## config.mk

```make
export PLATFORM = sky130hd
export DESIGN_NAME = jedro_1_lsu_bus
export DESIGN_NICKNAME = d
export VERILOG_FILES = /design/src/rtl/jedro_1_lsu_bus_pkg.sv /design/src/rtl/jedro_1_lsu_align.sv /design/src/rtl/jedro_1_lsu_bus.sv
export SDC_FILE = /design/constraint.sdc
export NUM_CORES = 1
export LEC_CHECK = 0
export ABC_AREA = 1
export CAP_MARGIN = 15
export CORE_ASPECT_RATIO = 1.2
export CORE_MARGIN = 1.5
export CORE_UTILIZATION = 47
export CTS_CLUSTER_DIAMETER = 30
export DETAILED_ROUTE_END_ITERATION = 7
export GPL_ROUTABILITY_DRIVEN = 0
export HOLD_SLACK_MARGIN = 0.05
export PLACE_DENSITY = 0.9
export SLEW_MARGIN = 10
export SYNTH_ARGS = -nofsm -noshare
export SYNTH_HDL_FRONTEND = slang
export SYNTH_SLANG_ARGS = --single-unit
```

## constraint.sdc

```tcl
create_clock -name clk_i -period 11.7 [get_ports clk_i]
set_clock_uncertainty 0.1 [all_clocks]
set_input_delay 2.34 -clock clk_i [delete_from_list [all_inputs] [get_ports clk_i]]
set_output_delay 2.34 -clock clk_i [all_outputs]
set_load 0.05 [all_outputs]
```

## src/rtl/jedro_1_lsu_bus_pkg.sv

```systemverilog
// jedro_1_lsu_bus_pkg
// Shared definitions for the LSU data-bus master: access-size encodings,
// FSM state encoding, data width, and the alignment-check helper.
package jedro_1_lsu_bus_pkg;

  localparam int DATA_WIDTH = 32;

  localparam logic [1:0] LSU_SIZE_B = 2'b00;
  localparam logic [1:0] LSU_SIZE_H = 2'b01;
  localparam logic [1:0] LSU_SIZE_W = 2'b10;

  typedef enum logic [1:0] {
    S_IDLE = 2'b00,
    S_REQ  = 2'b01,
    S_WAIT = 2'b10
  } lsu_state_t;

  // True for accesses the bus cannot perform: half on an odd address,
  // word off a word boundary, or the reserved size code.
  function automatic logic is_misaligned(input logic [1:0] size, input logic [1:0] off);
    logic bad;
    case (size)
      LSU_SIZE_B: bad = 1'b0;
      LSU_SIZE_H: bad = off[0];
      LSU_SIZE_W: bad = (off != 2'b00);
      default:    bad = 1'b1;
    endcase
    return bad;
  endfunction

endpackage

```

## src/rtl/jedro_1_lsu_align.sv

```systemverilog
// jedro_1_lsu_align
// Purely combinational byte-lane logic for the LSU bus master.
// Ports:
//   i_size   access size (B/H/W)
//   i_off    byte offset within the word (addr[1:0])
//   i_uns    zero-extend loads when set
//   i_wdata  LSB-aligned store data
//   i_rdata  raw read word from the bus
//   o_be     byte enables for the bus
//   o_wdata  lane-replicated store data
//   o_ldata  shifted and extended load result
module jedro_1_lsu_align
  import jedro_1_lsu_bus_pkg::*;
(
  input  logic [1:0]            i_size,
  input  logic [1:0]            i_off,
  input  logic                  i_uns,
  input  logic [DATA_WIDTH-1:0] i_wdata,
  input  logic [DATA_WIDTH-1:0] i_rdata,
  output logic [3:0]            o_be,
  output logic [DATA_WIDTH-1:0] o_wdata,
  output logic [DATA_WIDTH-1:0] o_ldata
);

  logic [DATA_WIDTH-1:0] w_shift;
  logic                  w_sign_b;
  logic                  w_sign_h;

  // Bring the addressed byte/half down to bit 0.
  assign w_shift  = i_rdata >> {i_off, 3'b000};
  assign w_sign_b = ~i_uns & w_shift[7];
  assign w_sign_h = ~i_uns & w_shift[15];

  always_comb begin
    o_be    = 4'b1111;
    o_wdata = i_wdata;
    o_ldata = i_rdata;
    case (i_size)
      LSU_SIZE_B: begin
        o_be    = 4'b0001 << i_off;
        o_wdata = {4{i_wdata[7:0]}};
        o_ldata = {{24{w_sign_b}}, w_shift[7:0]};
      end
      LSU_SIZE_H: begin
        o_be    = i_off[1] ? 4'b1100 : 4'b0011;
        o_wdata = {2{i_wdata[15:0]}};
        o_ldata = {{16{w_sign_h}}, w_shift[15:0]};
      end
      default: begin
        o_be    = 4'b1111;
        o_wdata = i_wdata;
        o_ldata = i_rdata;
      end
    endcase
  end

endmodule

```

## src/rtl/jedro_1_lsu_bus.sv

```systemverilog
// jedro_1_lsu_bus
// Data-memory bus master behind jedro_1_lsu. Accepts one load/store at a
// time, drives a req/gnt/rvalid handshake, and returns extended load data.
// Ports:
//   clk_i, rst_i          clock, synchronous active-high reset
//   req_*                 request from the LSU (req_ready_o high in IDLE)
//   dmem_*                data bus (word-aligned address, byte enables)
//   wb_valid_o/rd/data    load writeback, one-cycle pulse
//   st_done_o             store completion pulse
//   err_misaligned_o      misaligned / reserved-size request pulse
//   err_bus_o             bus timeout pulse
module jedro_1_lsu_bus
  import jedro_1_lsu_bus_pkg::*;
#(
  parameter int TIMEOUT_CYCLES = 255
) (
  input  logic                  clk_i,
  input  logic                  rst_i,
  input  logic                  req_valid_i,
  output logic                  req_ready_o,
  input  logic                  req_we_i,
  input  logic [1:0]            req_size_i,
  input  logic                  req_unsigned_i,
  input  logic [DATA_WIDTH-1:0] req_addr_i,
  input  logic [DATA_WIDTH-1:0] req_wdata_i,
  input  logic [4:0]            req_rd_i,
  output logic                  dmem_req_o,
  input  logic                  dmem_gnt_i,
  output logic                  dmem_we_o,
  output logic [3:0]            dmem_be_o,
  output logic [DATA_WIDTH-1:0] dmem_addr_o,
  output logic [DATA_WIDTH-1:0] dmem_wdata_o,
  input  logic                  dmem_rvalid_i,
  input  logic [DATA_WIDTH-1:0] dmem_rdata_i,
  output logic                  wb_valid_o,
  output logic [4:0]            wb_rd_o,
  output logic [DATA_WIDTH-1:0] wb_data_o,
  output logic                  st_done_o,
  output logic                  err_misaligned_o,
  output logic                  err_bus_o
);

  localparam int CNT_W   = (TIMEOUT_CYCLES > 255) ? $clog2(TIMEOUT_CYCLES + 1) : 8;
  localparam int TO_LAST = (TIMEOUT_CYCLES == 0) ? 0 : TIMEOUT_CYCLES - 1;

  lsu_state_t r_state, w_state_next;

  logic                  r_we;
  logic [1:0]            r_size;
  logic                  r_uns;
  logic [1:0]            r_off;
  logic [31:2]           r_addr;
  logic [DATA_WIDTH-1:0] r_wdata;
  logic [4:0]            r_rd;
  logic [CNT_W-1:0]      r_cnt;

  logic                  r_wb_valid;
  logic [4:0]            r_wb_rd;
  logic [DATA_WIDTH-1:0] r_wb_data;
  logic                  r_st_done;
  logic                  r_err_mis;
  logic                  r_err_bus;

  logic                  w_misaligned;
  logic                  w_accept;
  logic                  w_resp;
  logic                  w_timeout;
  logic                  w_to_hit;
  logic                  w_in_req;
  logic [3:0]            w_be;
  logic [DATA_WIDTH-1:0] w_wdata;
  logic [DATA_WIDTH-1:0] w_ldata;

  assign w_misaligned = is_misaligned(req_size_i, req_addr_i[1:0]);
  // The counter is zero on the first REQ cycle, so hitting TO_LAST means
  // TIMEOUT_CYCLES cycles have been spent on the bus.
  assign w_to_hit     = (TIMEOUT_CYCLES != 0) && (r_cnt >= CNT_W'(TO_LAST));

  always_ff @(posedge clk_i) begin
    if (rst_i) r_state <= S_IDLE;
    else       r_state <= w_state_next;
  end

  always_comb begin
    w_state_next = r_state;
    w_accept     = 1'b0;
    w_resp       = 1'b0;
    w_timeout    = 1'b0;
    case (r_state)
      S_IDLE: begin
        if (req_valid_i && !w_misaligned) begin
          w_state_next = S_REQ;
          w_accept     = 1'b1;
        end
      end
      S_REQ: begin
        // Timeout takes priority over a late grant; any rvalid here is ignored.
        if (w_to_hit) begin
          w_state_next = S_IDLE;
          w_timeout    = 1'b1;
        end else if (dmem_gnt_i) begin
          w_state_next = S_WAIT;
        end
      end
      S_WAIT: begin
        // A response arriving on the timeout cycle still completes normally.
        if (dmem_rvalid_i) begin
          w_state_next = S_IDLE;
          w_resp       = 1'b1;
        end else if (w_to_hit) begin
          w_state_next = S_IDLE;
          w_timeout    = 1'b1;
        end
      end
      default: w_state_next = S_IDLE;
    endcase
  end

  always_ff @(posedge clk_i) begin
    if (rst_i || r_state == S_IDLE) r_cnt <= '0;
    else                            r_cnt <= r_cnt + CNT_W'(1);
  end

  // Request fields: only meaningful while busy, so no reset needed.
  always_ff @(posedge clk_i) begin
    if (w_accept) begin
      r_we    <= req_we_i;
      r_size  <= req_size_i;
      r_uns   <= req_unsigned_i;
      r_off   <= req_addr_i[1:0];
      r_addr  <= req_addr_i[31:2];
      r_wdata <= req_wdata_i;
      r_rd    <= req_rd_i;
    end
  end

  jedro_1_lsu_align u_align (
    .i_size  (r_size),
    .i_off   (r_off),
    .i_uns   (r_uns),
    .i_wdata (r_wdata),
    .i_rdata (dmem_rdata_i),
    .o_be    (w_be),
    .o_wdata (w_wdata),
    .o_ldata (w_ldata)
  );

  always_ff @(posedge clk_i) begin
    if (rst_i) begin
      r_wb_valid <= 1'b0;
      r_wb_rd    <= '0;
      r_wb_data  <= '0;
      r_st_done  <= 1'b0;
      r_err_mis  <= 1'b0;
      r_err_bus  <= 1'b0;
    end else begin
      r_wb_valid <= w_resp && !r_we;
      r_st_done  <= w_resp && r_we;
      r_err_mis  <= (r_state == S_IDLE) && req_valid_i && w_misaligned;
      r_err_bus  <= w_timeout;
      if (w_resp && !r_we) begin
        r_wb_rd   <= r_rd;
        r_wb_data <= w_ldata;
      end
    end
  end

  // Bus outputs are gated so they read zero outside REQ (and after reset).
  assign w_in_req         = (r_state == S_REQ);
  assign req_ready_o      = (r_state == S_IDLE);
  assign dmem_req_o       = w_in_req;
  assign dmem_we_o        = w_in_req & r_we;
  assign dmem_be_o        = w_in_req ? w_be : 4'b0000;
  assign dmem_addr_o      = w_in_req ? {r_addr, 2'b00} : '0;
  assign dmem_wdata_o     = w_in_req ? w_wdata : '0;
  assign wb_valid_o       = r_wb_valid;
  assign wb_rd_o          = r_wb_rd;
  assign wb_data_o        = r_wb_data;
  assign st_done_o        = r_st_done;
  assign err_misaligned_o = r_err_mis;
  assign err_bus_o        = r_err_bus;

endmodule

```

==> flow_summary.yaml, run 1 <==
outcome:
  status: "finished, final reports clean"
route:
  drt_iter0_drc: 285
  num_vias: 5361
  avgRoutedWirePerCell_um: 15.52
  dr.pass1.iters: 7
  wirelength_um: 16350
  via_per_inst: 5.091
  route.detailed.drc: 0
  detail-route-antenna-nets: 0
sta:
  worst_pin_slew_ns: 1.026
  finalMaxSlewViolations: 0
  fmax_ghz: 0.1495
  tns_ns: 0
  slew_headroom_pct: 31.62
  hold_violations: 0
  fin_crit_sh_pct: 57.18
  layout_min_cycle_time_ns: 6.690
  setup_viol: 0
  hold_ws_ns: 0.3632
  rsz0062_at_grt: "false"
synth:
  synth_edf_count: 73
  ys_warn_count: 0
  ys_dominant_reg_cell: "edfxtp_1"
  synth_area_leader_cell: "edfxtp_1"
  syn-cell-area_um2: 5559
  synth_top_area_share_pct: 39.43
  synth.area.top_cells: "edfxtp_1 39%, dfxtp_1 18%, nand2_1 10%"
  avgSynthCellArea_um2: 8.260
  seq_area_frac_synth_pct: 57.80
  syn_inst: 673
  ys_async_sr_fraction_pct: 0
  ys_seq_elements: 124
  synth_common_cells: "152 x nand2_1, 116 x nor2_1, 89 x inv_1"
  synth_cell_types: 22
  synth_most_common_cell: "nand2_1"
worst_setup_path:
  worstSetupPathType: "reg -> out"
  start_kind: "flip-flop"
  critPathRequiredTime_ns: 9.26
  crit_path_end_kind: "primary output"
  crit_arrival_ns: 4.25
  critPathMaxFanout: 32
layout:
  final_nets: 997
  fin_cells: 1053
  drive_above_1_share_pct: 4.358
  syn_to_final_growth_pct: 51.05
die:
  die_h_um: 122.1
  initial_core_util_pct: 48.06
  coreArea_um2: 11570
  rows: 43
  die_w_um: 102.3
  pin_count: 222
  fp.dieArea_um2: 12490
clock_tree:
  cts_made_buffers: 17
  clock_latency_ns: 0.40
  cts_tree: "done"
  clk_pin_slew_worst_paths_ns: 0.05
  root_buffer: "clkbuf_16"
  clockBufferDepth: 2
  post_cts_buffers: 0
  cts_hold_buf: 0
  post_cts_resized: 0
  clkSinkCount: 124
  h-tree-depth: 4
grt:
  grt_pass1_wl_um: 24460
  grt.total_usage_pct: 26.18
  grt_pass1_vias: 5056
  grt_remaining_overflow: 0
  antenna_found_initial: 1
  grt_start_max_net_pins: 75
pwr:
  p_leak_nw: 3.598
  powerDensity_nw_per_um2: 158.6
  ir_drop_uv: 107.3
  p_total_mw: 1.331
flow_run:
  max_cap_viol_count: 0
placement:
  dpl.cell_count: 1020
  dp.final_hpwl_um: 11660
  portBuffers: 219
worst_hold_path:
  hold_class: "reg -> reg"
[power breakdown]
group,internal [mW],switching [mW]
Clock,0.310,0.187
Combinational,0.110,0.208
Sequential,0.500,0.0161
[state kept, by name, indices dropped and copies added (netlist names), 2 cells and up]
register / flops
r_state: 2
r_addr: 30
r_size: 2
r_off: 2
wb_data_o: 32
r_wdata: 32
wb_rd_o: 5
r_rd: 5
r_cnt: 8
[final timing paths]
kind | from | end | slack, ns | cells after the start
max reg2reg | r_size[1] | wb_data_o[29] | 8.24 | 7
min | r_cnt[0] | r_cnt[0] | 0.36 | 1
max | r_size[1] | dmem_be_o[2] | 5.01 | 5
min reg2reg | r_cnt[0] | r_cnt[0] | 0.36 | 1
[kinds of logic (layout without fill, tap and decap cells)]
| logic type | count (synthesis) | after routing | synth area share, % |
|---|---|---|---|
| XOR/XNOR | 1 | 1 | 0.1576 |
| adder cells (fa/ha/maj) | 5 | 5 | 1.125 |
| AO/OA/AOI/OAI | 99 | 99 | 9.183 |
| other | 1 | 3 | 0.06746 |
| flip-flops | 124 | 124 | 57.80 |
| AND/OR/NAND/NOR | 317 | 317 | 22.73 |
| buffers and inverters | 126 | 347 | 8.935 |
[metal layers]
metal / share of wire [%] / global-route usage (%) / vias up
li1: - / - / 2565
met4: 2.9 / 11.73 / 0
met1: 35 / 28.40 / 2420
met3: 12 / 9.868 / 44
met2: 50 / 45.03 / 332
met5: 0 / 0 / -
[worst max-delay path, cell delays in order (launching register included)]
cell,delay (ns)
edfxtp_1,0.99
inv_1,0.75
nand2_1,0.77
o21ai_0,0.23
a21oi_1,0.24
clkdlybuf4s50_1,0.85
[stage by stage]
stage,utilization [%],setup slack (ns),area (um^2)
after floorplan,-,5.406,5563
after global placement,67.74,5.547,7836
after detailed placement,67.74,5.532,7836
after CTS,72.57,5.085,8394
after global routing,72.57,4.720,8394
final,72.59,5.010,8397
[cell usage in the layout (no fill, tap or decap), drive strengths merged]
cell	n
clkinv	7
ha	5
conb	2
diode	1
a21oi	44
buf	3
nor2	117
nor3	3
clkdlybuf4s50	219
clkbuf	19
o21ai	45
clkinvlp	3
nand3	44
bufinv	2
a211oi	2
xnor2	1
nand2	153
o22ai	8
edfxtp	73
inv	94
dfxtp	51
[final cells by class]
class                           count  area (um^2)
Sequential cell                   124         3213
Fill cell                         837         3171
Clock inverter                     13        125.1
Clock buffer                       19        432.9
Tap cell                          157        196.4
Multi-Input combinational cell    424         1863
Inverter                           93        349.1
Antenna cell                        1        2.502
Timing Repair Buffer              222         2215
Power figures use the tool's default switching activity.
==> run 2: changes to the inputs <==
- CORE_UTILIZATION: 47 -> 44
- PLACE_DENSITY: 0.9 -> 0.85
- clock period: 11.7 -> 6.8 ns (I/O delays scaled with it)
==> flow_summary.yaml, run 2 (synthesis results as in run 1) <==
outcome:
  status: "finished, final reports clean"
worst_setup_path:
  critPathMaxFanout: 32
  slowest_delay_ns: 0.72
  ff2ff_path_depth: 7
  r2r-start: "r_size[1]"
  rrSetupSlack_ns: 3.92
  worstSetupPathType: "reg -> out"
  crit_arrival_ns: 3.56
  crit_chain: "inv_1, nand2_1, o22ai_1, nor3_1, clkdlybuf4s50_1"
  crit_path_end_kind: "primary output"
  crit_path_end: "dmem_wdata_o[15]"
  r2r-end: "wb_data_o[25]"
  cp-startpoint: "r_size[1]"
  start_kind: "flip-flop"
  critPathRequiredTime_ns: 5.34
  slowest_stage: "clkdlybuf4s50_1"
placement:
  place_ws_ns: 2.239
  post_dp_cell_area_um2: 7856
  portBuffers: 219
  dpl.cell_count: 1026
  dp.final_hpwl_um: 11970
grt:
  antenna_found_initial: 0
  grt_start_max_net_pins: 46
  grt_pass1_vias: 5268
  grt_pass1_wl_um: 26160
  grt_remaining_overflow: 0
  grt.total_usage_pct: 25.78
layout:
  final_cell_mix: "219 x clkdlybuf4s50_1, 152 x nand2_1, 115 x nor2_1"
  fillers: 944
  fin_cells: 1059
  syn_to_final_growth_pct: 53.27
  drive_above_1_share_pct: 5.345
  layout_commonest_cell: "clkdlybuf4s50_1"
  fin_area_um2: 8521
  final_nets: 1000
  fin_util_pct: 69.72
  register_area_um2: 3213
  multi_input_area_um2: 1863
  diodes: 0
die:
  initial_core_util_pct: 45.49
  rows: 44
  die_h_um: 126.1
  pin_count: 222
  coreArea_um2: 12220
  fp.dieArea_um2: 13320
  die_w_um: 105.6
clock_tree:
  cts_hold_buf: 0
  post_cts_resized: 0
  cts_tree: "done"
  h-tree-depth: 4
  clock_latency_ns: 0.41
  clk_pin_slew_worst_paths_ns: 0.06
  cts_made_buffers: 17
  root_buffer: "clkbuf_16"
  clkSinkCount: 124
  clockBufferDepth: 2
  post_cts_buffers: 0
route:
  drt_iter0_drc: 297
  num_vias: 5360
  avgRoutedWirePerCell_um: 16.05
  route.detailed.drc: 0
  detail-route-antenna-nets: 0
  dr.pass1.iters: 4
  via_per_inst: 5.061
  wirelength_um: 17000
sta:
  slew_headroom_pct: 36.05
  fin_crit_sh_pct: 73.84
  worst_pin_slew_ns: 0.9582
  tns_ns: 0
  setup_viol: 0
  hold_ws_ns: 0.3813
  fin_ws_ns: 1.779
  hold_violations: 0
  finalMaxSlewViolations: 0
  rsz0062_at_grt: "false"
  layout_min_cycle_time_ns: 5.021
  fmax_ghz: 0.1992
pwr:
  p_total_mw: 2.414
  p_leak_nw: 3.659
  ir_drop_uv: 207.5
  powerDensity_nw_per_um2: 283.3
worst_hold_path:
  hold_class: "reg -> reg"
flow_run:
  max_cap_viol_count: 0
==> run 2: final cells by class <==
type | instances | area share (%)
Clock buffer | 17 | 4.993
Clock inverter | 15 | 2.482
Inverter | 93 | 4.097
Multi-Input combinational cell | 424 | 21.86
Sequential cell | 124 | 37.71
Tap cell | 161 | 2.364
Timing Repair Buffer | 225 | 26.49
==> run 2: worst min path at each step <==
stage	slack [ns]	end	cells after the start	start
floorplan	0.33	r_cnt[0]	1	r_cnt[0]
global route	0.42	wb_rd_o[2]	2	wb_rd_o[2]
CTS	0.38	r_cnt[5]	1	r_cnt[5]
detailed placement	0.37	r_cnt[0]	1	r_cnt[0]
global placement	0.35	r_cnt[0]	1	r_cnt[0]
finish	0.38	wb_rd_o[1]	2	wb_rd_o[1]
==> run 2: worst max-delay path: cells and delay by family (launching register included) <==
family | cells | cell delay (ns)
AND/OR/NAND/NOR | 2 | 0.81
flip-flops | 1 | 0.38
AO/OA/AOI/OAI | 1 | 0.53
buffers and inverters | 2 | 1.43
==> run 2: power breakdown <==
group          switching [mW]  internal [mW]  total (mW)
logic                   0.365          0.195       0.559
clock network           0.350          0.620       0.970
registers              0.0252          0.859       0.884
==> run 2: layer usage <==
metal / share of wire, % / vias to the layer above / GRT usage [%] / routed length, um
met5: 0 / - / 0 / 0
met4: 2.6 / 0 / 11.37 / 450
met3: 11 / 30 / 9.627 / 1792
met2: 49 / 288 / 44.83 / 8351
met1: 38 / 2466 / 28.00 / 6403
li1: - / 2576 / - / -
==> run 3: changes to the inputs <==
- CORE_UTILIZATION: 44 -> 39
- PLACE_DENSITY: 0.85 -> 0.8
- clock period: 6.8 -> 4.28 ns (I/O delays scaled with it)
==> flow_summary.yaml, run 3 (synthesis results as in run 1) <==
worst_setup_path:
  path_depth: 5
  crit_path_end_kind: "primary output"
  critPathMaxFanout: 43
  slowest_delay_ns: 0.83
  worstSetupPathType: "reg -> out"
  crit_family: "buffers and inverters"
  ff2ff_path_depth: 7
  critPathRequiredTime_ns: 3.32
  crit_arrival_ns: 2.72
  critPathBufInv: 2
  start_kind: "flip-flop"
  crit_chain: "inv_1, ha_2, o21ai_0, nor2_1, clkdlybuf4s50_1"
  slowest_stage: "clkdlybuf4s50_1"
pwr:
  p_leak_nw: 3.726
  powerDensity_nw_per_um2: 424.8
  ir_drop_uv: 291.3
  p_total_mw: 3.681
route:
  route.detailed.drc: 15
  drt_iter0_drc: 440
  wirelength_um: 16650
  dr.pass1.iters: 8
  detail-route-antenna-nets: 0
  avgRoutedWirePerCell_um: 15.53
  num_vias: 5318
  via_per_inst: 4.961
die:
  pin_count: 222
  fp.dieArea_um2: 14980
  die_w_um: 112.0
  rows: 47
  die_h_um: 133.8
  initial_core_util_pct: 40.06
  coreArea_um2: 13880
grt:
  antenna_found_initial: 0
  grt_pass1_wl_um: 25990
  use_met1_pct: 26.01
  use_met2_pct: 37.41
  grt_pass1_vias: 5181
  grt_remaining_overflow: 0
  grt_start_max_net_pins: 70
  met3_usage_pct: 8.315
  top_usage_layer: "met2"
  grt.total_usage_pct: 22.53
sta:
  worst_pin_slew_ns: 0.7383
  fmax_ghz: 0.2719
  tns_ns: 0
  slew_headroom_pct: 50.71
  rsz0062_at_grt: "false"
  setup_viol: 0
  fin_ws_ns: 0.6027
  hold_violations: 0
  layout_min_cycle_time_ns: 3.677
  finalMaxSlewViolations: 0
  fin_crit_sh_pct: 85.92
  hold_ws_ns: 0.3743
layout:
  diodes: 0
  layout_commonest_cell: "clkdlybuf4s50_1"
  final_nets: 1003
  fin_cells: 1072
  final_cell_mix: "199 x clkdlybuf4s50_1, 152 x nand2_1, 115 x nor2_1"
  fin_util_pct: 62.43
  drive_above_1_share_pct: 6.992
  syn_to_final_growth_pct: 55.86
  fin_area_um2: 8665
clock_tree:
  post_cts_buffers: 0
  h-tree-depth: 4
  cts_hold_buf: 0
  post_cts_resized: 0
  clkSinkCount: 124
  clockBufferDepth: 2
  cts_made_buffers: 17
  root_buffer: "clkbuf_16"
  clock_latency_ns: 0.41
  cts_tree: "done"
  clk_pin_slew_worst_paths_ns: 0.05
placement:
  dp.final_hpwl_um: 11820
  dpl.cell_count: 1040
  post_dp_cell_area_um2: 8112
  portBuffers: 219
  place_ws_ns: 1.043
worst_hold_path:
  hold_class: "reg -> reg"
  hold_depth: 1
outcome:
  status: "finished, violations left"
  violations: "DRC"
flow_run:
  max_cap_viol_count: 0
==> run 3: changes by cell type in the layout (fill, tap and decap cells not counted), moves of 2 or more <==
cell,previous run,this run
buf_12,0,21
buf_4,5,8
bufinv_16,4,1
clkbuf_1,0,7
clkdlybuf4s50_1,219,199
clkinv_4,3,1
inv_6,3,0
==> run 3: area by class of cell <==
| cell class | count | area [um^2] |
|---|---|---|
| Sequential cell | 124 | 3213 |
| Tap cell | 171 | 214.0 |
| Clock buffer | 26 | 490.5 |
| Timing Repair Buffer | 228 | 2472 |
| Inverter | 93 | 349.1 |
| Fill cell | 1130 | 5214 |
| Multi-Input combinational cell | 424 | 1863 |
| Clock inverter | 6 | 62.56 |
==> run 3: worst paths after layout <==
kind                   start  slack (ns)               end
setup / recovery  r_state[1]        0.60  dmem_wdata_o[23]
hold / removal      r_cnt[5]        0.37          r_cnt[5]
setup reg to reg   r_size[1]        1.96     wb_data_o[30]
hold reg to reg     r_cnt[5]        0.37          r_cnt[5]
==> run 3: power breakdown <==
part / switching, mW / internal [mW] / leakage, nW
clock network: 0.498 / 0.846 / 0.261
registers: 0.0392 / 1.37 / 1.09
logic: 0.588 / 0.344 / 2.38
total: 1.13 / 2.56 / 3.73
==> run 3: layer usage <==
| metal | share of wire [%] | routed length [um] | up-vias |
|---|---|---|---|
| met3 | 10 | 1660 | 44 |
| met1 | 39 | 6537 | 2413 |
| met2 | 47 | 7888 | 288 |
| li1 | - | - | 2573 |
| met5 | 0 | 0 | - |
| met4 | 3.4 | 567 | 0 |
